[config.mk]
export PLATFORM = sky130hd
export DESIGN_NAME = spi_frame_reader
export DESIGN_NICKNAME = d
export VERILOG_FILES = /design/src/rtl/spi_frame_reader.sv
export SDC_FILE = /design/constraint.sdc
export NUM_CORES = 1
export LEC_CHECK = 0
export CAP_MARGIN = 20
export CORE_UTILIZATION = 52
export DETAILED_ROUTE_END_ITERATION = 7
export GPL_ROUTABILITY_DRIVEN = 0
export PLACE_DENSITY = 0.8
export SLEW_MARGIN = 20
export SYNTH_ARGS = -nofsm -noshare
export SYNTH_HDL_FRONTEND = slang
export SYNTH_SLANG_ARGS = --single-unit
[constraint.sdc]
create_clock -name CLK_40 -period 3.03 [get_ports CLK_40]
set_input_delay 0.606 -clock CLK_40 [delete_from_list [all_inputs] [get_ports CLK_40]]
set_output_delay 0.606 -clock CLK_40 [all_outputs]
set_load 0.02 [all_outputs]
[src/rtl/spi_frame_reader.sv]
// SPI mode-0 flash reader: issues a read command plus 24-bit address, then streams
// MISO bits as 1-bit pixels into an X_WIDTH x Y_HEIGHT video bank, pausing for bank swaps.
module spi_frame_reader #(
  parameter int          X_WIDTH  = 200,
  parameter int          Y_HEIGHT = 150,
  parameter logic [7:0]  READ_CMD = 8'h03
) (
  input  logic                        CLK_40,
  input  logic                        reset,
  input  logic                        SPI_clk_en,
  input  logic                        start,
  input  logic                        abort,
  input  logic [23:0]                 start_addr,
  input  logic                        swap_ack,
  input  logic                        MISO,
  output logic                        SCLK,
  output logic                        MOSI,
  output logic                        CS_n,
  output logic                        write_enable,
  output logic                        data_out,
  output logic [$clog2(X_WIDTH)-1:0]  mem_x_pos,
  output logic [$clog2(Y_HEIGHT)-1:0] mem_y_pos,
  output logic                        frame_done,
  output logic                        busy,
  output logic [15:0]                 frame_count,
  output logic [2:0]                  state
);

  localparam int XW = $clog2(X_WIDTH);
  localparam int YW = $clog2(Y_HEIGHT);

  typedef enum logic [2:0] {
    S_IDLE      = 3'd0,
    S_CMD       = 3'd1,
    S_ADDR      = 3'd2,
    S_STREAM    = 3'd3,
    S_WAIT_SWAP = 3'd4
  } state_t;

  state_t      st;
  logic [30:0] shift_reg;
  logic [4:0]  bit_cnt;
  logic        x_last;
  logic        y_last;

  assign state  = st;
  assign x_last = (mem_x_pos == XW'(X_WIDTH - 1));
  assign y_last = (mem_y_pos == YW'(Y_HEIGHT - 1));

  always_ff @(posedge CLK_40) begin
    if (reset) begin
      st           <= S_IDLE;
      SCLK         <= 1'b0;
      MOSI         <= 1'b0;
      CS_n         <= 1'b1;
      write_enable <= 1'b0;
      data_out     <= 1'b0;
      mem_x_pos    <= '0;
      mem_y_pos    <= '0;
      frame_done   <= 1'b0;
      busy         <= 1'b0;
      frame_count  <= 16'd0;
      shift_reg    <= '0;
      bit_cnt      <= 5'd0;
    end else begin
      write_enable <= 1'b0;
      frame_done   <= 1'b0;
      if (abort && st != S_IDLE) begin
        st        <= S_IDLE;
        CS_n      <= 1'b1;
        SCLK      <= 1'b0;
        MOSI      <= 1'b0;
        mem_x_pos <= '0;
        mem_y_pos <= '0;
        busy      <= 1'b0;
      end else begin
        case (st)
          S_IDLE: begin
            // Abort held with start keeps the reader idle.
            if (start && !abort) begin
              st        <= S_CMD;
              CS_n      <= 1'b0;
              MOSI      <= READ_CMD[7];
              shift_reg <= {READ_CMD[6:0], start_addr};
              bit_cnt   <= 5'd0;
              busy      <= 1'b1;
            end
          end
          S_CMD, S_ADDR: begin
            if (SPI_clk_en) begin
              SCLK <= ~SCLK;
              if (SCLK) begin
                // Falling edge: the bit in bit_cnt has been clocked out.
                bit_cnt <= bit_cnt + 5'd1;
                if (bit_cnt == 5'd31) begin
                  st   <= S_STREAM;
                  MOSI <= 1'b0;
                end else begin
                  MOSI      <= shift_reg[30];
                  shift_reg <= {shift_reg[29:0], 1'b0};
                  if (bit_cnt == 5'd7) st <= S_ADDR;
                end
              end
            end
          end
          S_STREAM: begin
            // Address advances in the cycle after its write pulse.
            if (write_enable) begin
              if (x_last && y_last) begin
                mem_x_pos <= '0;
                mem_y_pos <= '0;
                st        <= S_WAIT_SWAP;
              end else if (x_last) begin
                mem_x_pos <= '0;
                mem_y_pos <= mem_y_pos + 1'b1;
              end else begin
                mem_x_pos <= mem_x_pos + 1'b1;
              end
            end
            if (SPI_clk_en) begin
              SCLK <= ~SCLK;
              if (!SCLK) begin
                data_out     <= MISO;
                write_enable <= 1'b1;
                if (x_last && y_last) begin
                  frame_done  <= 1'b1;
                  frame_count <= frame_count + 16'd1;
                end
              end
            end
          end
          S_WAIT_SWAP: begin
            if (SPI_clk_en && SCLK) SCLK <= 1'b0;
            if (swap_ack) st <= S_STREAM;
          end
          default: st <= S_IDLE;
        endcase
      end
    end
  end

endmodule

==> impl_results.md <==
* Initial Util at 53.8%
* Gr usage total at 24.2%
* Synth Area in Adders at 1.93%
* Post-synthesis cell type count at 50
* Initial antenna violation count at 0
* Vias in the first global route at 3225
* CTS tree: built
* Worst-Skew Late Latency at 0.34 ns
* IO Port Bufs at 72
* Worst path max stage delay at 0.74 ns
* Crit-path cells: clkdlybuf4s50_1
* CP max-delay cell: clkdlybuf4s50_1
* Req. time, crit path at 2.42 ns
* CP Class: reg -> out
* Synth Net Count at 508
* Synthesis-to-finish area growth at 26.9%
* Post-layout net count at 565
* Crit end category: output port
* Core area at 7210 um^2
* Max reg flops at 31
* Root Buffer: clkbuf_8
* RSZ-0062 raised after global routing: false
* Fin worst setup slack at 0.634 ns
* Setup crit start: state[1]
* Synthesized flop and latch total at 78
* Synth Flop Type: dfxtp_1
* Final Hold Vio Count at 0
* Clock sink count at 78
* Static leakage at 1.64 nW
* CTS H-tree lvls at 3
* Commonest non-fill, non-tap cell in the layout: dfxtp_1
* Routed Antenna Nets at 0
* Least-Margin Pin Slew at 0.794 ns
* Post-DP HPWL at 6.25 mm
* Die area at 7810 um^2
* Crit-path leading delay family: buffers and inverters
* Min Hold Slack at 0.461 ns
* # DRC at 0
* DRT Pass-1 Iters at 4
* Post-synth ARST share at 0%
* Peak supply drop at 236 uV
* Fin crit share at 79.1%
* Post-CTS setup buffers at 0
* Synthesized area at 3880 um^2
* First-pass GRT wire length at 15.0 mm
* Hold crit path type: reg -> reg
* Max-cap violations at 0
* Status: finished clean
* Final clock skew at 0.00765 ns
* CTS Buf Count at 9
* Number of synthesized flops with an enable pin at 0
* Simple-Gate Fraction of Synth Area at 25.5%
* Avg Cell Area, Syn at 8.24 um^2
* Worst Path Arrival at 1.79 ns
* DRT Wirelength at 9.07 mm
* Routed WL per cell at 14.4 um
* Pwr per Cell Area at 447 nW/um^2
* Max FO, Critical Path at 19
* Most frequent cells in the layout: 78 x dfxtp_1, 71 x clkdlybuf4s50_1, 50 x a21oi_1
* Fin. max-slew vios at 0
* Max_slew headroom at 46.8%
* Total gr overflow at 0
* Post-synthesis compound-gate area fraction at 22.1%
* Synth warn at 0
* Fillers at 640
* Setup violations, final at 0
* Largest family of logic cells by synthesized area: simple AND/OR/NAND/NOR gates
* CTS resizes at 0
* Min Tclk post-route at 2.40 ns
* Post-synthesis mux area share at 3.06%
* Clk slew on worst S/H paths at 0.07 ns
* Hold path startpoint: MOSI
* Row count at 31
* Dpl ws at 0.286 ns
* Largest net degree at the start of global routing at 63
* CP Launch Type: flip-flop
* XOR/XNOR Fraction of Synth Area at 2.71%
* Share of cells above drive strength 1 at 8.46%
* I/O pin count at 73
* Vias post-DR at 3702
* Hold-fix buffers at CTS at 0
* Iter 0 DRT Violations at 168
* Worst Path Buf+Inv at 1
* Diodes inserted at 0
* Fmax at 0.417 GHz
* Die X at 88.4 um
* CTS max path bufs at 2
* Vias per cell at 5.87
* Setup TNS at 0 ns
* Die Height at 88.4 um
* Worst r2r src: bit_cnt[0]
* Post-Syn Instances at 471
* Seq/Total Area, Yosys at 40.2%
## layer usage
| layer | track usage [%] | wire, um |
|---|---|---|
| met4 | 9.82 | 165 |
| met2 | 38.3 | 4120 |
| met5 | 0 | 0 |
| met1 | 32.8 | 4390 |
| met3 | 4.20 | 394 |
## where the power goes
group / leakage (nW) / switching (W) / internal (W) / total (W)
clock: 0.115 / 0.000369 / 0.000542 / 0.000911
combinational: 0.896 / 0.000119 / 0.0000972 / 0.000216
sequential: 0.633 / 0.0000184 / 0.00105 / 0.00107
## cells in the mapped netlist, types with 3 or more instances
| cell type | number | share of area (%) |
|---|---|---|
| xnor2_1 | 6 | 1.4 |
| a21oi_1 | 50 | 6.4 |
| nor2_1 | 26 | 2.5 |
| o31ai_1 | 7 | 1.4 |
| dfxtp_1 | 78 | 40 |
| inv_1 | 7 | 0.68 |
| nand3_1 | 14 | 1.8 |
| nand4_1 | 16 | 2.6 |
| ha_1 | 6 | 1.9 |
| and4_1 | 3 | 0.68 |
| nor3_1 | 17 | 2.2 |
| xor2_1 | 6 | 1.4 |
| nor2b_1 | 9 | 1.5 |
| a211oi_1 | 6 | 1.2 |
| and2_1 | 3 | 0.48 |
| a311oi_1 | 24 | 5.4 |
| and3_1 | 5 | 0.81 |
| mux2_2 | 7 | 2.0 |
| clkbuf_1 | 29 | 2.8 |
| nand2b_1 | 10 | 1.6 |
| or4_1 | 7 | 1.4 |
| or3_1 | 9 | 1.5 |
| nand2_1 | 43 | 4.2 |
| buf_2 | 6 | 0.77 |
| mux2i_1 | 4 | 1.0 |
| o21ai_0 | 40 | 5.2 |
## layout make-up
| type | instances | area, um^2 | area share, % |
|---|---|---|---|
| clock inverter | 6 | 111 | 2.26 |
| inverter | 7 | 26.3 | 0.534 |
| multi-input combinational | 349 | 2180 | 44.2 |
| timing repair buffer | 83 | 798 | 16.2 |
| sequential | 78 | 1560 | 31.7 |
| clock buffer | 9 | 124 | 2.52 |
| tap | 99 | 124 | 2.52 |
## per-stage QoR
step / power, W / utilization, % / cells / area [um^2]
after floorplan: 0.00122 / - / 471 / 3880
after global placement: 0.00130 / 65.0 / 616 / 4690
after detailed placement: 0.00131 / 65.0 / 616 / 4690
after CTS: 0.00221 / 68.2 / 631 / 4920
after global routing: 0.00229 / 68.2 / 631 / 4920
final: 0.00220 / 68.2 / 631 / 4920
## logic make-up (layout without fill, tap and decap cells)
kind of cell	Yosys count	in the layout
adder cells (fa/ha/maj)	6	6
flip-flops	78	78
multiplexers	11	11
AND/OR/NAND/NOR	181	181
XOR/XNOR	12	12
buffers and inverters	44	105
AO/OA/AOI/OAI	139	139
## worst paths after layout
kind,to,slack (ns),depth (start not counted)
min reg2reg,MOSI,0.46,2
max reg2reg,shift_reg[1],0.70,8
max,state[1],0.63,1
min,MOSI,0.46,2
Note: power is estimated with default switching activity, not from simulation.
